File: src/rtl/sim_pkg.sv
// rtl/sim_pkg.sv - shared coordinate format and scheduler state encoding
package sim_pkg;

    localparam int W    = 32;
    localparam int FRAC = 16;

    typedef logic signed [W-1:0] q16_16_t;

    typedef enum logic [1:0] {
        ST_IDLE  = 2'd0,
        ST_FETCH = 2'd1,
        ST_WRITE = 2'd2,
        ST_DONE  = 2'd3
    } sched_state_t;

endpackage

File: src/rtl/pos_regfile.sv
// rtl/pos_regfile.sv - chain position storage, one write port, up/self/down and readback ports
module pos_regfile #(
    parameter int NODES = 8,
    parameter int W     = 32,
    parameter int AW    = $clog2(NODES)
) (
    input  logic          clk,
    input  logic          rst_n,
    input  logic          we,
    input  logic [AW-1:0] waddr,
    input  logic [W-1:0]  wx,
    input  logic [W-1:0]  wy,
    input  logic [AW-1:0] up_idx,
    input  logic [AW-1:0] self_idx,
    input  logic [AW-1:0] down_idx,
    input  logic [AW-1:0] rd_idx,
    output logic [W-1:0]  up_x,
    output logic [W-1:0]  up_y,
    output logic [W-1:0]  self_x,
    output logic [W-1:0]  self_y,
    output logic [W-1:0]  down_x,
    output logic [W-1:0]  down_y,
    output logic [W-1:0]  rd_x,
    output logic [W-1:0]  rd_y
);

    logic [W-1:0] pos_x [NODES];
    logic [W-1:0] pos_y [NODES];

    always_ff @(posedge clk or negedge rst_n) begin
        if (!rst_n) begin
            for (int i = 0; i < NODES; i++) begin
                pos_x[i] <= '0;
                pos_y[i] <= '0;
            end
        end else if (we) begin
            pos_x[waddr] <= wx;
            pos_y[waddr] <= wy;
        end
    end

    assign up_x   = pos_x[up_idx];
    assign up_y   = pos_y[up_idx];
    assign self_x = pos_x[self_idx];
    assign self_y = pos_y[self_idx];
    assign down_x = pos_x[down_idx];
    assign down_y = pos_y[down_idx];
    assign rd_x   = pos_x[rd_idx];
    assign rd_y   = pos_y[rd_idx];

endmodule

File: src/rtl/constraint_scheduler.sv
// rtl/constraint_scheduler.sv - Gauss-Seidel sequencer feeding one shared constraint unit
module constraint_scheduler #(
    parameter int NODES = 8,
    parameter int ITERS = 4,
    parameter int W     = 32
) (
    input  logic                     clk,
    input  logic                     rst_n,
    input  logic                     start,
    output logic                     busy,
    output logic                     done,
    input  logic                     load_en,
    input  logic [$clog2(NODES)-1:0] load_idx,
    input  logic [W-1:0]             load_x,
    input  logic [W-1:0]             load_y,
    input  logic [$clog2(NODES)-1:0] rd_idx,
    output logic [W-1:0]             rd_x,
    output logic [W-1:0]             rd_y,
    output logic [W-1:0]             ec_up_x,
    output logic [W-1:0]             ec_up_y,
    output logic [W-1:0]             ec_x,
    output logic [W-1:0]             ec_y,
    output logic [W-1:0]             ec_down_x,
    output logic [W-1:0]             ec_down_y,
    output logic                     ec_is_last,
    input  logic [W-1:0]             ec_x_enf,
    input  logic [W-1:0]             ec_y_enf
);
    import sim_pkg::sched_state_t;
    import sim_pkg::ST_IDLE;
    import sim_pkg::ST_FETCH;
    import sim_pkg::ST_WRITE;
    import sim_pkg::ST_DONE;

    localparam int AW  = $clog2(NODES);
    localparam int ITW = (ITERS > 1) ? $clog2(ITERS) : 1;

    sched_state_t   state;
    logic [AW-1:0]  idx;
    logic [ITW-1:0] iter;

    logic           idx_last;
    logic [AW-1:0]  up_idx;
    logic [AW-1:0]  down_idx;
    logic           we;
    logic [AW-1:0]  waddr;
    logic [W-1:0]   wx, wy;
    logic [W-1:0]   up_x, up_y, self_x, self_y, down_x, down_y;

    assign idx_last = (idx == AW'(NODES - 1));
    assign up_idx   = idx - AW'(1);
    // The last node has no lower neighbour, so it sees itself as "down".
    assign down_idx = idx_last ? idx : idx + AW'(1);

    // Loads only land in IDLE; in WRITE the enforced result owns the port.
    assign we    = (state == ST_WRITE) || ((state == ST_IDLE) && load_en);
    assign waddr = (state == ST_WRITE) ? idx      : load_idx;
    assign wx    = (state == ST_WRITE) ? ec_x_enf : load_x;
    assign wy    = (state == ST_WRITE) ? ec_y_enf : load_y;

    assign busy = (state != ST_IDLE);

    pos_regfile #(
        .NODES (NODES),
        .W     (W),
        .AW    (AW)
    ) u_regfile (
        .clk      (clk),
        .rst_n    (rst_n),
        .we       (we),
        .waddr    (waddr),
        .wx       (wx),
        .wy       (wy),
        .up_idx   (up_idx),
        .self_idx (idx),
        .down_idx (down_idx),
        .rd_idx   (rd_idx),
        .up_x     (up_x),
        .up_y     (up_y),
        .self_x   (self_x),
        .self_y   (self_y),
        .down_x   (down_x),
        .down_y   (down_y),
        .rd_x     (rd_x),
        .rd_y     (rd_y)
    );

    always_ff @(posedge clk or negedge rst_n) begin
        if (!rst_n) begin
            state      <= ST_IDLE;
            idx        <= AW'(1);
            iter       <= '0;
            done       <= 1'b0;
            ec_up_x    <= '0;
            ec_up_y    <= '0;
            ec_x       <= '0;
            ec_y       <= '0;
            ec_down_x  <= '0;
            ec_down_y  <= '0;
            ec_is_last <= 1'b0;
        end else begin
            done <= 1'b0;
            case (state)
                ST_IDLE: begin
                    if (start) begin
                        state <= ST_FETCH;
                        idx   <= AW'(1);
                        iter  <= '0;
                    end
                end
                ST_FETCH: begin
                    ec_up_x    <= up_x;
                    ec_up_y    <= up_y;
                    ec_x       <= self_x;
                    ec_y       <= self_y;
                    ec_down_x  <= down_x;
                    ec_down_y  <= down_y;
                    ec_is_last <= idx_last;
                    state      <= ST_WRITE;
                end
                ST_WRITE: begin
                    if (!idx_last) begin
                        idx   <= idx + AW'(1);
                        state <= ST_FETCH;
                    end else if (iter != ITW'(ITERS - 1)) begin
                        iter  <= iter + ITW'(1);
                        idx   <= AW'(1);
                        state <= ST_FETCH;
                    end else begin
                        state <= ST_DONE;
                        done  <= 1'b1;
                    end
                end
                ST_DONE: begin
                    state <= ST_IDLE;
                end
                default: begin
                    state <= ST_IDLE;
                end
            endcase
        end
    end

endmodule

File: config.mk
export PLATFORM = sky130hd
export DESIGN_NAME = constraint_scheduler
export DESIGN_NICKNAME = d
export VERILOG_FILES = /design/src/rtl/sim_pkg.sv /design/src/rtl/pos_regfile.sv /design/src/rtl/constraint_scheduler.sv
export SDC_FILE = /design/constraint.sdc
export NUM_CORES = 1
export LEC_CHECK = 0
export CORE_MARGIN = 1
export CORE_UTILIZATION = 55
export DETAILED_ROUTE_END_ITERATION = 6
export GPL_TIMING_DRIVEN = 0
export PLACE_DENSITY = 0.77
export REMOVE_ABC_BUFFERS = 1
export SYNTH_ARGS = -nofsm -noshare
export SYNTH_HDL_FRONTEND = slang
export SYNTH_SLANG_ARGS = --single-unit
File: constraint.sdc
create_clock -name clk -period 4.1 [get_ports clk]
set_input_delay 1.025 -clock clk [delete_from_list [all_inputs] [get_ports clk]]
set_output_delay 1.025 -clock clk [all_outputs]
set_load 0.02 [all_outputs]
==> results.cfg <==
[sta]
setup_viol = 0
slew_viol_final = 0
grt_setup_unrepaired = no
max_freq_mhz = 246
skew_ns = 0.0283
min_period_over_period = 0.993
min_period_ns = 4.07
setup_ws_ns = 0.0297
tightest_slew_ns = 1.17
relSlewSlack = 0.218
hold_violations = 0

[detailed_routing]
viasPerCell = 7.02
remaining_drc_errors = 0
wl_microns = 133000
drt_first_pass_iters = 6
first_iter_violations = 4307
antenna_left = 0
wl_per_cell_microns = 29.2
num_vias = 31900

[synthesis]
synth_cells = 3247
synth_seq_area_share = 0.425
synth_xor_area_frac = 0.000387
synthSimpleGateAreaFrac = 0.0719
synth_top_area_share = 0.424
yosysTopAreaCell = dfrtp_1
ys_ff_latch = 713
synthMuxAreaShare = 0.422
yosysMostFrequentCell = dfrtp_1
synth_edf_count = 0
netlist_top_cells_count = 712 x dfrtp_1, 587 x nand2_1, 486 x mux2_2
synth_area_leaders = dfrtp_1 42%, mux4_2 21%, mux2_2 13%, mux2i_1 6.2%, nand2_1 5.2%
synth_compound_area_frac = 0.0459
synth_cell_types = 35
synth.cell_area_sq_mm = 0.0420
synth_top_family_by_area = multiplexers
synth-async-reset-ratio = 1.00
synth_flop_cell = dfrtp_1
avgSynthCellArea_sq_um = 12.9
yosysWarnings = 0
synth_adder_area_share = 0.00208

[clocking]
cts_tree = yes
postCtsHoldBufs = 0
cts_max_path_buffers = 3
clk_latency_ns = 0.64
cts_made_buffers = 79
cts_root_buf = clkbuf_16
clkTransAtPathRegs_ns = 0.06
cts_sinks = 713
h-tree-depth = 3

[final_layout]
register_area_sq_mm = 0.0179
n_fill_cell = 5092
drive_gt1_frac = 0.308
multi_input_area_sq_mm = 0.0230
utilization = 0.673
area_delta_synth_final_pct = 20.3
fin_nets = 3663

[setup_path]
reg2reg_to = ec_down_x[27]
path_cells = buf_16 -> ha_1 -> ha_1 -> inv_1 -> ha_2 -> and2_4 -> buf_16 -> nand3_1 -> a32o_1
cp_top_family = adder cells
critPathMaxStageDelay_ns = 0.67
startpoint_type = register
required_ns = 4.60
cp-startpoint = idx[1]
timing.rr.start = idx[1]
rrSetupSlack_ns = 0.03
crit_arrival_ns = 4.57
crit_buf_inv = 3
worstSetupPathType = reg2reg
reg2reg_depth = 9
crit_fanout = 46
cp_slowest_cell = dfrtp_4
end_kind = register

[flow_run]
drv_cap = 0

[status]
status = finished clean

[grt]
grt_overflow = 0
grt_pass1_wl_microns = 198000
grt_util_all_layers = 0.338
first_global_vias = 32700
antenna_found_initial = 0
grt_max_degree = 127

[floorplan]
die_w_microns = 278
initial_core_util = 0.560
io_pins = 397
die_area_sq_mm = 0.0775
fp.coreArea_sq_mm = 0.0751
die_h_microns = 278
rows = 100

[hold_path]
hold_class = in2async

[power_and_ir_drop]
ir_drop_v = 0.000773
p_per_area_mw_per_mm2 = 965
p_leak_nw = 21.7

[placed_design]
hpwl_microns = 76200
gp_congestion = 0.806
port_buffers = 396
dp_slack_ns = -0.549
-- flip-flops by register name, summed over array words and instances, names as in the netlist --
register / cells
ec_y: 32
idx: 3
done: 1
ec_x: 32
ec_is_last: 1
u_regfile.pos_x: 256
ec_down_x: 32
ec_down_y: 32
state: 2
u_regfile.pos_y: 256
iter: 2
ec_up_x: 32
ec_up_y: 32
-- stage by stage --
step           instances  hold slack, ns  area, sq um  total power [mW]  setup TNS [ns]
3_3_place_gp        4325           0.464        45800              35.3               -
5_1_grt             4543           0.388        50500              50.8               0
4_1_cts             4530           0.355        50400              48.1               0
3_5_place_dp        4384           0.470        47500              40.4          -35.72
2_1_floorplan       2960           0.463        40700              30.7        -2719.06
6_report            4544           0.366        50500              48.8               0
-- cells in the final DEF, fill, tap and decap left out, types with 85 or more instances in the layout --
cell type,n
mux2_2,485
clkbuf_16,85
dfrtp_1,711
mux2_1,91
clkdlybuf4s50_1,389
mux4_2,384
nand2_1,586
o21ai_0,132
mux2i_1,258
nand3_1,128
-- worst max-delay path by stage --
stage / to / slack [ns] / depth (start not counted)
2_1_floorplan: ec_down_x[0] / -10.08 / 6
3_3_place_gp: ec_down_y[7] / -28.77 / 6
3_5_place_dp: rd_y[26] / -0.55 / 5
4_1_cts: ec_down_y[2] / 0.0008 / 10
5_1_grt: rd_x[9] / 0.01 / 5
6_report: ec_down_x[27] / 0.03 / 9
-- metal layers --
metal,global-route usage,vias to the layer above,share of wire
met5,0,-,0
li1,-,12900,-
met2,0.544,2257,0.48
met4,0.166,0,0.049
met3,0.0726,473,0.11
met1,0.438,16300,0.37
-- what timing repair did --
action / 4_1_cts / 5_1_grt
gates cloned: 8 / 4
resized for setup: 8 / 4
pin swaps: 0 / 3
endpoints found under the setup margin: 102 / 63
buffers inserted: 1 / 9
-- where the power goes --
part	leakage, nW	internal [mW]	switching [mW]	total [mW]
registers	8.82	10.5	3.98	14.5
clock network	1.30	4.33	2.96	7.29
logic	11.6	13.5	13.5	27.0
total	21.7	28.3	20.4	48.8
-- kinds of logic (layout without fill, tap and decap cells) --
kind of cell               Yosys count  count (layout)
muxes                             1220            1222
and+or+nand+nor                    743             746
DFF                                713             713
buffers and inverters              294             616
AOI/OAI and AO/OA                  269             269
adders and majority gates            7               7
xor gates and xnor gates             1               1
other                                0               1
-- worst reg2reg max path, stage by stage, from the launching register on --
cell,delay [ns]
dfrtp_4,0.67
buf_16,0.38
ha_1,0.30
ha_1,0.48
inv_1,0.18
ha_2,0.59
and2_4,0.52
buf_16,0.34
nand3_1,0.22
a32o_1,0.27
-- layout make-up --
| class | count | area share |
|---|---|---|
| well taps | 969 | 0.0240 |
| clock buffers | 116 | 0.0471 |
| flip-flops and latches | 713 | 0.353 |
| multi-input cells | 2245 | 0.455 |
| clock inverters | 21 | 0.00515 |
| repair buffers | 472 | 0.115 |
| diodes | 1 | 0.0000495 |
| inverters | 7 | 0.000619 |
Power figures use the tool's default switching activity.
